===== config.mk =====
export PLATFORM = sky130hd
export DESIGN_NAME = cla_sub_serial
export DESIGN_NICKNAME = d
export VERILOG_FILES = /design/src/rtl/cla_sub_serial.sv
export SDC_FILE = /design/constraint.sdc
export NUM_CORES = 1
export LEC_CHECK = 0
export BUFFER_PORTS_ARGS = -buffer_cell sky130_fd_sc_hd__buf_2
export CORE_MARGIN = 2
export CORE_UTILIZATION = 40
export CTS_CLUSTER_SIZE = 28
export DETAILED_ROUTE_END_ITERATION = 8
export PLACE_DENSITY_LB_ADDON = 0.2
export SYNTH_ARGS = -nofsm -noshare
export SYNTH_HDL_FRONTEND = slang
export SYNTH_SLANG_ARGS = --single-unit

===== constraint.sdc =====
create_clock -name clk -period 4.1 [get_ports clk]
set_input_delay 0.205 -clock clk [delete_from_list [all_inputs] [get_ports clk]]
set_output_delay 0.205 -clock clk [all_outputs]
set_load 0.02 [all_outputs]

===== src/rtl/cla_sub_serial.sv =====
// cla_sub_serial -- chunk-serial subtractor computing d = a - b - b_in.
//
// Operands are latched on a valid/ready handshake; one NBIT-wide chunk of
// the difference is produced per clock using a carry-lookahead adder on
// a + ~b + carry. After the last chunk a finalize cycle derives the
// borrow-out, then the result is held until the consumer accepts it.
//
// Parameters:
//   NBIT      chunk width in bits (processed per cycle)
//   NCHUNK    chunks per operand; operand width W = NBIT*NCHUNK
//
// Ports:
//   clk        rising-edge clock
//   rst        synchronous active-high reset
//   in_valid   a, b, b_in valid
//   in_ready   block accepts operands (IDLE only)
//   a          minuend, W bits
//   b          subtrahend, W bits
//   b_in       borrow in
//   out_valid  result valid (DONE only)
//   out_ready  consumer accepts result
//   d          difference a - b - b_in modulo 2^W
//   b_out      borrow out, 1 iff a < b + b_in (unsigned)
//   ovf        (only with CLA_SUB_OVF_EN defined) signed overflow flag
//
// Optional feature macro: CLA_SUB_OVF_EN adds the ovf output and its logic.

module cla_sub_serial #(
    parameter int NBIT   = 4,
    parameter int NCHUNK = 8
) (
    input  logic                   clk,
    input  logic                   rst,
    input  logic                   in_valid,
    output logic                   in_ready,
    input  logic [NBIT*NCHUNK-1:0] a,
    input  logic [NBIT*NCHUNK-1:0] b,
    input  logic                   b_in,
    output logic                   out_valid,
    input  logic                   out_ready,
    output logic [NBIT*NCHUNK-1:0] d,
    output logic                   b_out
`ifdef CLA_SUB_OVF_EN
    ,
    output logic                   ovf
`endif
);

    localparam int W    = NBIT * NCHUNK;
    localparam int IDXW = (NCHUNK > 1) ? $clog2(NCHUNK) : 1;
    localparam logic [IDXW-1:0] LAST_IDX = IDXW'(NCHUNK - 1);

    typedef enum logic [1:0] {
        IDLE,
        BUSY,
        DONE
    } state_t;

    state_t            state;
    logic [W-1:0]      a_r;
    logic [W-1:0]      b_r;
    logic              bin_r;
    logic [IDXW-1:0]   idx;
    logic              carry_r;
    logic              last_r;

    // Current chunk datapath
    logic [NBIT-1:0]   a_chunk;
    logic [NBIT-1:0]   nb_chunk;
    logic [NBIT-1:0]   g;
    logic [NBIT-1:0]   p;
    logic [NBIT-1:0]   sum_chunk;
    logic [NBIT:0]     c;
    logic              cin;
    logic              cout;
    logic              ck;
    logic              pp;

    // Each carry c[k] is formed directly from generate/propagate terms and
    // cin (two-level lookahead form), never from the previous carry bit.
    always_comb begin
        a_chunk  = a_r[idx*NBIT +: NBIT];
        nb_chunk = ~b_r[idx*NBIT +: NBIT];
        cin      = (idx == '0) ? ~bin_r : carry_r;
        g        = a_chunk & nb_chunk;
        p        = a_chunk ^ nb_chunk;
        c        = '0;
        ck       = 1'b0;
        pp       = 1'b1;
        c[0]     = cin;
        for (int unsigned k = 1; k <= NBIT; k++) begin
            ck = 1'b0;
            pp = 1'b1;
            for (int unsigned j = k; j > 0; j--) begin
                ck = ck | (pp & g[j-1]);
                pp = pp & p[j-1];
            end
            c[k] = ck | (pp & cin);
        end
        sum_chunk = p ^ c[NBIT-1:0];
        cout      = c[NBIT];
    end

    // last_r marks that every chunk has been written; the extra BUSY cycle
    // it creates turns the registered final carry into b_out, giving the
    // NCHUNK+1 cycle accept-to-valid latency while keeping idx in range.
    always_ff @(posedge clk) begin
        if (rst) begin
            state     <= IDLE;
            in_ready  <= 1'b1;
            out_valid <= 1'b0;
            d         <= '0;
            b_out     <= 1'b0;
            idx       <= '0;
            carry_r   <= 1'b0;
            last_r    <= 1'b0;
            a_r       <= '0;
            b_r       <= '0;
            bin_r     <= 1'b0;
`ifdef CLA_SUB_OVF_EN
            ovf       <= 1'b0;
`endif
        end else begin
            case (state)
                IDLE: begin
                    if (in_valid) begin
                        a_r      <= a;
                        b_r      <= b;
                        bin_r    <= b_in;
                        idx      <= '0;
                        last_r   <= 1'b0;
                        in_ready <= 1'b0;
                        state    <= BUSY;
                    end
                end
                BUSY: begin
                    if (!last_r) begin
                        d[idx*NBIT +: NBIT] <= sum_chunk;
                        carry_r             <= cout;
                        if (idx == LAST_IDX) begin
                            last_r <= 1'b1;
                        end else begin
                            idx <= idx + 1'b1;
                        end
                    end else begin
                        b_out     <= ~carry_r;
`ifdef CLA_SUB_OVF_EN
                        ovf       <= (a_r[W-1] != b_r[W-1]) && (d[W-1] != a_r[W-1]);
`endif
                        out_valid <= 1'b1;
                        idx       <= '0;
                        last_r    <= 1'b0;
                        state     <= DONE;
                    end
                end
                DONE: begin
                    if (out_ready) begin
                        out_valid <= 1'b0;
                        in_ready  <= 1'b1;
                        state     <= IDLE;
                    end
                end
                default: begin
                    state     <= IDLE;
                    in_ready  <= 1'b1;
                    out_valid <= 1'b0;
                end
            endcase
        end
    end

endmodule


Word level (Yosys, flattened, before mapping) --
Cells that the tools add are included. W data, S select, Z words.
Operators by class: add/sub/neg operators 2, mux-type cells 19, reduce and logical (&&, ||, !) cells 11, equality and inequality tests 7, shift operators 4, bitwise logic cells 35
Operators with widths (count):
- $shiftx A32 B6 Y4 | 2
- $neg A5 Y34 | 1
- $shift A4 B34 Y32 const A | 1
- $shiftx A4 B34 Y32 | 1
- $bwmux W32 | 1
- $and A1 B1 Y1 | 16
- $reduce_and A3 Y1 | 4
- $or A1 B1 Y1 | 10
- $mux W3 | 3
- $reduce_and A2 Y1 | 4
- $xor A4 B4 Y4 | 2
- $mux W1 | 7
- $mux W2 | 3
- $ne A2 B2 Y1 const B | 3
- $pmux W1 S3 | 2
- $pmux W2 S3 | 1
- $pmux W3 S2 | 1
- $not A1 Y1 | 5
- $and A4 B4 Y4 | 1
- $not A4 Y4 | 1
- $add A3 B1 Y3 const B | 1
- $eq A3 B3 Y1 const B | 1
- $logic_not A3 Y1 | 1
- $ne A3 B3 Y1 const B | 1
- other kinds (5) | 5
Word-level totals: logic and storage cells 89, input port bits 69, output and inout port bits 35, flip-flop bits (word level) 107

Depth between registers and ports, before layout --
Gate-level depths: netlist of the first run.
depth after elaboration 10, mapped depth 12, gate-level depth less buffers 10

Least setup slack after synthesis of the first run --
No wires, ideal clock.
path type register -> register, from register idx[0], to register d[11], arrival 3069 ps, path buffers 2, period minus slack after synthesis 3157 ps, required time 4012 ps, setup time 88 ps, setup slack 943 ps, cell stages (with the launch flop) 11, cells stage by stage dfxtp_1 > buf_2 > buf_4 > mux4_2 > mux2i_1 > ha_1 > and3_1 > a32oi_1 > a21boi_1 > a211o_1 > o31ai_1
On the way: longest elaborated chain between the ends 10, elaborated cells on any way between the ends 27, classes of those cells add/sub: 1; shift: 4; mux: 2; bitwise: 19; reduce/logical: 1
Ends and longest elaborated chain:
- start: declaration | RTL line 63 | logic [IDXW-1:0] idx;
- start signal: assignment | RTL line 143 | idx <= idx + 1'b1;
- $shiftx A32 B6 Y4 | RTL line 83 | nb_chunk = ~b_r[idx*NBIT +: NBIT];
- $not A4 Y4 | RTL line 83
- $xor A4 B4 Y4 / $and A4 B4 Y4 (equally long branches) | RTL line 86, 85
- $and A1 B1 Y1, on equally long branches | RTL line 95, 96
- $or A1 B1 Y1, or another cell as far along | RTL line 95 | ck = ck | (pp & g[j-1]);
- $or A1 B1 Y1 / $and A1 B1 Y1 (equally long branches) | RTL line 95, 98
- $or A1 B1 Y1 | RTL line 98 | c[k] = ck | (pp & cin);
- $xor A4 B4 Y4 | RTL line 100 | sum_chunk = p ^ c[NBIT-1:0];
- $shiftx A4 B34 Y32 | RTL line 138 | d[idx*NBIT +: NBIT] <= sum_chunk;
- $bwmux W32 (*) | RTL line 138
- end signal: indexed assignment | RTL line 138
- end: declaration | RTL line 41 | output logic [NBIT*NCHUNK-1:0] d,
Mark *: on every way between the ends. The rest lies on a longest branch, timed or not. A chain may end at the register's enable or synchronous reset.

Final worst setup path of the first run --
from register idx[0], to register d[26]
The elaborated chain is that of the path after synthesis.

==> results.ini, run 1 <==
[timing]
hold_slack_ns=0.09116
max_slew_margin_pct=21.26
finalHoldViolCount=0
tightest_slew_ns=1.181
setup_tns_ns=0
final-max-slew-violation-count=0
min_period_over_period_pct=82.51
skew_ns=0.008865
fin_crit_ns=3.383
setup_viol=0
rsz0062_at_grt=no
max_freq_ghz=0.2956

[floorplan]
die_w_um=112.1
die-area_um2=12570
initial_utilization_pct=40.96
die_h_um=112.1
num_rows=39
fp.coreArea_um2=11420
pin_count=104

[placed_design]
routabilityCongestion=0.8035
portBuffers=103
hpwl_mm=8.167

[grt]
grt_pass1_vias=3934
antenna_found_initial=0
grt_pass1_wl_mm=19.09
track_usage_pct=18.47
grt_max_degree=109
grt_overflow=0

[route]
via_count=3960
drt_iter0_drc=164
drt-total-wl_mm=11.22
viasPerCell=5.057
ant_nets=0
wl_per_cell_um=14.33
drc=0
drt_pass1_iterations=5

[power_and_ir_drop]
pwr-share-seq_pct=49.9
switching_share_pct=26.95
p_int_uw=1632
pwr-share-clk_pct=36.3
p_leak_uw=0.002330
power_density_nw_per_um2=401.8
power_frac_comb_pct=13.8
ir_worst_vdd_v=0.0002507
power.switching_uw=601.8

[job]
cap_violations=0

[synthesis]
synth_most_common_cell=nand2_1
syn_area_um2=4677
yosysTopAreaCell=dfxtp_1
synth_xor_xnor_area_share_pct=0.3745
synth_flop_cell=dfxtp_1
synth_adder_area_share_pct=3.638
synth_async_sr_flop_share_pct=0
synth-compound-area-share_pct=13.62
yosys_warnings=0
synth_top_family_by_area=simple AND/OR/NAND/NOR gates
synth_top_area_share_pct=45.80
synth_edf_count=0
synth_area_leaders=dfxtp_1 (46%), nand2_1 (13%), a21oi_1 (9.5%)
netlist_instances=551
synth_commonest_cells=nand2_1 (164), dfxtp_1 (107), a21oi_1 (89), nor2_1 (29), clkbuf_1 (25)
synth-simple-area-share_pct=23.27
yosysSeqAreaShare_pct=45.80
syn_nets=633
muxShareOfSynthArea_pct=9.845
synth_seq_cells=107
avgSynthCellArea_um2=8.488
synth.distinct_cells=47

[setup_path]
crit_start=idx[0]$_SDFFE_PP0P_
critPathCaptureType=flop
path_class=reg -> reg
critPathArrivalTime_ns=3.65
required_ns=4.37
critPathMaxFanout=11
critPathLaunchType=flop
r2r-start=idx[0]$_SDFFE_PP0P_

[clock_network]
clk_latency_ns=0.34
post-cts-setup-buffers=0
clk_pin_slew_ns=0.07
clockRootBuffer=clkbuf_16
cts_tree=yes
cts_buffers=9
cts.hold.buffers_added=0
cts_max_level=3
post_cts_resized=0
cts_buffer_depth=2
clock-sinks=107

[hold_path]
hp-start=a[11]
min_path_type=in -> reg

[finish]
final_nets=717
fin_util_pct=48.67
drive_gt1_share_pct=22.97
area_growth_pct=18.83
diodes=0

[outcome]
status=completed

path summary, 6_finish.rpt:
path | end | slack, ns | cells after the start
hold reg to reg | d[25]$_SDFFE_PP0P_ | 0.45 | 2
hold / removal | a_r[11]$_SDFFE_PP0P_ | 0.09 | 3
setup / recovery | d[26]$_SDFFE_PP0P_ | 0.72 | 9
setup reg to reg | d[26]$_SDFFE_PP0P_ | 0.72 | 9
power groups by stage:
| stage | clock (uW) | combinational [uW] | sequential, uW |
|---|---|---|---|
| 2_1_floorplan | 0 | 214 | 1130 |
| 3_3_place_gp | 0 | 302 | 1140 |
| 3_5_place_dp | 0 | 308 | 1140 |
| 4_1_cts | 832 | 310 | 1120 |
| 5_1_grt | 869 | 342 | 1120 |
| 6_report | 811 | 308 | 1110 |
stage by stage:
step	cell area, um2	power [uW]	worst slack (ns)	instances
floorplan	4677	1345	0.9432	551
finish	5558	2233	0.7173	783
global placement	5280	1441	0.8341	767
CTS	5558	2257	0.7309	783
detailed placement	5280	1448	0.7532	767
global route	5558	2331	0.4730	783
layer usage:
metal	vias up	share of wire (%)	wire length (um)	track usage, %
li1	2039	-	-	-
met1	1841	47	5258	24.40
met2	72	49	5449	31.69
met3	8	3.8	428	3.888
met4	0	0.71	80	3.415
met5	-	0	0	0
layout by cell type, fill, tap and decap left out, drive strengths merged, types with 2 or more instances in the layout:
master / instances
nor3b: 4
nand2b: 5
and3: 4
dfxtp: 107
inv: 8
ha: 12
o21ai: 4
nand3b: 9
a21oi: 89
nand3: 17
o21bai: 2
nor2: 29
or3: 2
buf: 108
mux4: 16
mux2i: 10
nor2b: 2
a211oi: 2
o31ai: 4
clkbuf: 10
nor3: 4
clkinv: 4
and2: 2
a22oi: 3
or2: 3
nand2: 164
layout make-up:
type	instances	area, um2
Fill cell	1169	5861
Timing Repair Buffer	108	555.5
Inverter	6	22.52
Tap cell	143	178.9
Multi-Input combinational cell	403	2381
Clock inverter	6	48.80
Sequential cell	107	2142
Clock buffer	10	229.0
critical path, cell delays in order (launching register included):
cell and delay [ns]:
dfxtp_1 0.60, buf_4 0.27, mux4_2 0.50, mux2i_1 0.33, ha_1 0.33, nor4b_1 0.47
a2111oi_2 0.14, o311ai_4 0.15, or3b_1 0.39, a21oi_1 0.14
state kept, by name, summed over array words and instances, names as in the netlist:
name and count:
in_ready 1, last_r 1, d 32, bin_r 1, carry_r 1, b_out 1
b_r 32, a_r 32, idx 3, out_valid 1, state 2
logic make-up (layout without fill, tap and decap cells):
logic type,count (synthesis),in the layout
simple gates,250,250
compound gates,112,112
flops,107,107
buf+inv,41,130
mux,26,26
fa+ha+maj,13,13
xor+xnor,2,2
Power figures use the tool's default switching activity.
==> run 2: changes to the inputs <==
==> constraint.sdc (replaced) <==
create_clock -name clk -period 3.1 [get_ports clk]
set_input_delay 0.155 -clock clk [delete_from_list [all_inputs] [get_ports clk]]
set_output_delay 0.155 -clock clk [all_outputs]
set_load 0.02 [all_outputs]
==> results.ini, run 2 (synthesis results as in run 1) <==
[finish]
final_nets=726
top_regs=a_r: 32 flops, b_r: 32 flops, d: 32 flops
drive_gt1_share_pct=24.65
final_cells=792
area_growth_pct=21.99
diodes=0
fillCellCount=1161
final_common_cell=nand2_1
final_area_um2=5705
ff_latch_area_um2=2142
layout_common_cells=nand2_1 (164), dfxtp_1 (107), buf_2 (102), a21oi_1 (89), nor2_1 (28)
multi_input_area_um2=2392

[power_and_ir_drop]
pwr-share-seq_pct=47.8
p_leak_uw=0.002383
power_density_nw_per_um2=540.3
p_int_uw=2262
switching_share_pct=26.63
power.switching_uw=820.9
pwr-share-clk_pct=38.2
power_frac_comb_pct=14.0
ir_worst_vdd_v=0.0003097

[floorplan]
die-area_um2=12570
fp.coreArea_um2=11420
pin_count=104
initial_utilization_pct=40.96
die_w_um=112.1
die_h_um=112.1
num_rows=39

[clock_network]
cts_tree=yes
cts_buffer_depth=2
clockRootBuffer=clkbuf_16
cts.hold.buffers_added=0
clk_pin_slew_ns=0.08
clock-sinks=107
cts_max_level=3
cts_buffers=9
clk_latency_ns=0.34

[timing]
skew_ns=0.01238
fin_crit_ns=2.986
tightest_slew_ns=1.193
final-max-slew-violation-count=0
setup_viol=0
finalHoldViolCount=0
rsz0062_at_grt=yes
max_freq_ghz=0.3349
setup_tns_ns=0
min_period_over_period_pct=96.33
max_slew_margin_pct=20.47

[route]
drt_pass1_iterations=5
viasPerCell=5.130
drt-total-wl_mm=11.48
drt_iter0_drc=169
wl_per_cell_um=14.49
via_count=4063
drc=0
ant_nets=0

[grt]
grt_pass1_vias=3989
grt_max_degree=66
track_usage_pct=18.34
grt_pass1_wl_mm=19.06
antenna_found_initial=0
grt_overflow=0

[outcome]
status=completed

[setup_path]
critPathCaptureType=flop
critPathArrivalTime_ns=3.26
critPathMaxFanout=15
path_class=reg -> reg
required_ns=3.37
critPathLaunchType=flop

[placed_design]
portBuffers=103
hpwl_mm=8.298
routabilityCongestion=0.8477
place_inst=774
dpl_cell_area_um2=5370

[hold_path]
min_path_type=in -> reg

[job]
cap_violations=0

run 2: worst paths after layout:
kind / start / endpoint / slack, ns / depth (start not counted)
max: idx[0]$_SDFFE_PP0P_ / d[26]$_SDFFE_PP0P_ / 0.11 / 10
min: a[9] / a_r[9]$_SDFFE_PP0P_ / 0.04 / 3
max reg2reg: idx[0]$_SDFFE_PP0P_ / d[26]$_SDFFE_PP0P_ / 0.11 / 10
min reg2reg: d[26]$_SDFFE_PP0P_ / d[26]$_SDFFE_PP0P_ / 0.45 / 2
run 2: per-layer routing:
| metal | global-route usage [%] | vias up | routed length (um) |
|---|---|---|---|
| met3 | 3.132 | 8 | 431 |
| met5 | 0 | - | 0 |
| li1 | - | 2064 | - |
| met1 | 23.96 | 1910 | 5229 |
| met4 | 3.984 | 0 | 99 |
| met2 | 32.05 | 81 | 5718 |
run 2: final cells by class:
class / count / share of cell area (%)
inverters: 6 / 0.3947
repair buffers: 117 / 11.58
flip-flops and latches: 107 / 37.54
multi-input cells: 403 / 41.93
clock inverters: 7 / 1.469
well taps: 143 / 3.136
clock buffers: 9 / 3.947
run 2: repair_timing:
item,4_1_cts,5_1_grt
resized for setup,0,3
setup endpoints to repair,0,5
setup buffers,0,2
run 2: power groups by stage:
stage,Sequential (uW),Combinational (uW),Clock [uW]
2_1_floorplan,1500,283,0
3_3_place_gp,1510,419,0
3_5_place_dp,1510,431,0
4_1_cts,1470,434,1200
5_1_grt,1480,480,1260
6_report,1470,433,1180
run 2: through the flow:
step | setup WS [ns] | hold WS [ns] | util [%] | power (uW)
final | 0.1138 | 0.04179 | 49.97 | 3083
after global routing | -0.003475 | 0.03428 | 49.97 | 3221
after CTS | 0.1256 | 0.03487 | 49.74 | 3106
after detailed placement | 0.1557 | 0.4023 | 47.03 | 1937
after global placement | 0.2450 | 0.3971 | 47.03 | 1924
after floorplan | 0.03097 | 0.2910 | - | 1780
run 2: worst max-delay path, stage by stage, from the launching register on:
cell and delay, ns:
dfxtp_1 0.38, buf_12 0.18, mux4_2 0.50, nand2_1 0.08, nand2_1 0.12, ha_1 0.37
nor4b_1 0.44, a2111oi_2 0.14, o311ai_4 0.18, or3b_1 0.39, a21oi_1 0.13
==> run 3: changes to the inputs <==
--- a/config.mk
+++ b/config.mk
@@ -6,8 +6,10 @@
 export NUM_CORES = 1
 export LEC_CHECK = 0
 export BUFFER_PORTS_ARGS = -buffer_cell sky130_fd_sc_hd__buf_2
+export CELL_PAD_IN_SITES_DETAIL_PLACEMENT = 0
+export CELL_PAD_IN_SITES_GLOBAL_PLACEMENT = 1
 export CORE_MARGIN = 2
-export CORE_UTILIZATION = 40
+export CORE_UTILIZATION = 36
 export CTS_CLUSTER_SIZE = 28
 export DETAILED_ROUTE_END_ITERATION = 8
 export PLACE_DENSITY_LB_ADDON = 0.2
==> results.ini, run 3 (synthesis results as in run 1) <==
[outcome]
status=completed

[clock_network]
cts_tree=yes
post-cts-setup-buffers=0
clock-sinks=107
cts.hold.buffers_added=0
cts_buffer_depth=2
cts_buffers=9
clk_pin_slew_ns=0.07
clk_latency_ns=0.36
cts_max_level=3
clockRootBuffer=clkbuf_16

[finish]
drive_gt1_share_pct=24.92
fillCellCount=1313
final_area_um2=5752
multi_input_area_um2=2429
area_growth_pct=22.98
fin_util_pct=45.39
ff_latch_area_um2=2143
layout_common_cells=nand2_1 (164), dfxtp_1 (106), buf_2 (102), a21oi_1 (89), nor2_1 (28)
top_regs=a_r: 32 flops, b_r: 32 flops, d: 32 flops
final_common_cell=nand2_1
final_nets=727
diodes=0

[grt]
track_usage_pct=17.96
antenna_found_initial=0
grt_pass1_vias=4004
grt_pass1_wl_mm=19.92
grt_overflow=0
grt_max_degree=70

[setup_path]
critPathArrivalTime_ns=3.18
critPathCaptureType=flop
critPathLaunchType=flop
critPathMaxFanout=11
required_ns=3.31
path_class=reg -> reg

[floorplan]
num_rows=41
die_h_um=118.0
die_w_um=118.0
initial_utilization_pct=36.91
die-area_um2=13920
fp.coreArea_um2=12670
pin_count=104

[placed_design]
hpwl_mm=8.745
place_ws_ns=0.01685
dpl_cell_area_um2=5429
portBuffers=103
routabilityCongestion=0.8157

[route]
drt_iter0_drc=232
drt_pass1_iterations=4
drc=0
wl_per_cell_um=14.69
ant_nets=0
viasPerCell=4.981
drt-total-wl_mm=12.08
via_count=4094

[timing]
max_freq_ghz=0.3363
max_slew_margin_pct=51.91
final-max-slew-violation-count=0
hold_slack_ns=0.03355
finalHoldViolCount=0
worst_slack_ns=0.1267
fin_crit_ns=2.973
min_period_over_period_pct=95.91
setup_viol=0
skew_ns=0.009689
tightest_slew_ns=0.7214

[power_and_ir_drop]
ir_worst_vdd_v=0.0002332
power_density_nw_per_um2=523.1
p_leak_uw=0.002393
power_uw=3009

[job]
cap_violations=0

[hold_path]
min_path_type=in -> reg

-- run 3: stage by stage --
stage | setup TNS [ns] | instances
global placement | 0 | 806
detailed placement | 0 | 806
CTS | 0 | 822
global route | -0.02009 | 822
floorplan | 0 | 551
finish | 0 | 822
-- run 3: worst paths after layout --
kind / from / to / slack (ns) / cells past startpoint
worst max register to register: idx[0]$_SDFFE_PP0P_ / d[26]$_SDFFE_PP0P_ / 0.13 / 9
worst min register to register: d[4]$_SDFFE_PP0P_ / d[4]$_SDFFE_PP0P_ / 0.45 / 2
worst min-delay path: a[26] / a_r[26]$_SDFFE_PP0P_ / 0.03 / 3
worst max-delay path: idx[0]$_SDFFE_PP0P_ / d[26]$_SDFFE_PP0P_ / 0.13 / 9
-- run 3: timing repair --
item / 4_1_cts / 5_1_grt
pin swaps: 0 / 3
gates resized for setup: 2 / 6
setup endpoints to repair: 2 / 9
endpoints found under the hold margin: 0 / 0
-- run 3: report_power, final --
part           internal, uW  leakage, uW  switching (uW)
Clock                   587     0.000137             488
Combinational           196      0.00138             263
Sequential             1440     0.000874            37.7
Total                  2220      0.00239             789
-- run 3: metal layers --
| metal | share of wire (%) | up-vias | GRT usage (%) |
|---|---|---|---|
| met5 | 0 | - | 0 |
| met4 | 2.2 | 0 | 7.681 |
| met3 | 4.8 | 20 | 3.973 |
| met2 | 47 | 110 | 28.05 |
| met1 | 46 | 1895 | 23.92 |
| li1 | - | 2069 | - |
-- run 3: cell type report --
class | instances | area share, %
Inverter | 6 | 0.3916
Clock buffer | 14 | 4.590
Sequential cell | 107 | 37.26
Multi-Input combinational cell | 403 | 42.22
Timing Repair Buffer | 118 | 11.62
Clock inverter | 2 | 0.1740
Tap cell | 172 | 3.742
-- run 3: critical path, cell delays in order (launching register included) --
cell	delay (ns)
dfxtp_2	0.38
buf_12	0.16
mux4_2	0.50
mux2i_1	0.23
ha_2	0.36
and3b_1	0.24
a2111oi_4	0.43
o311ai_4	0.25
or3b_1	0.21
a21oi_1	0.05
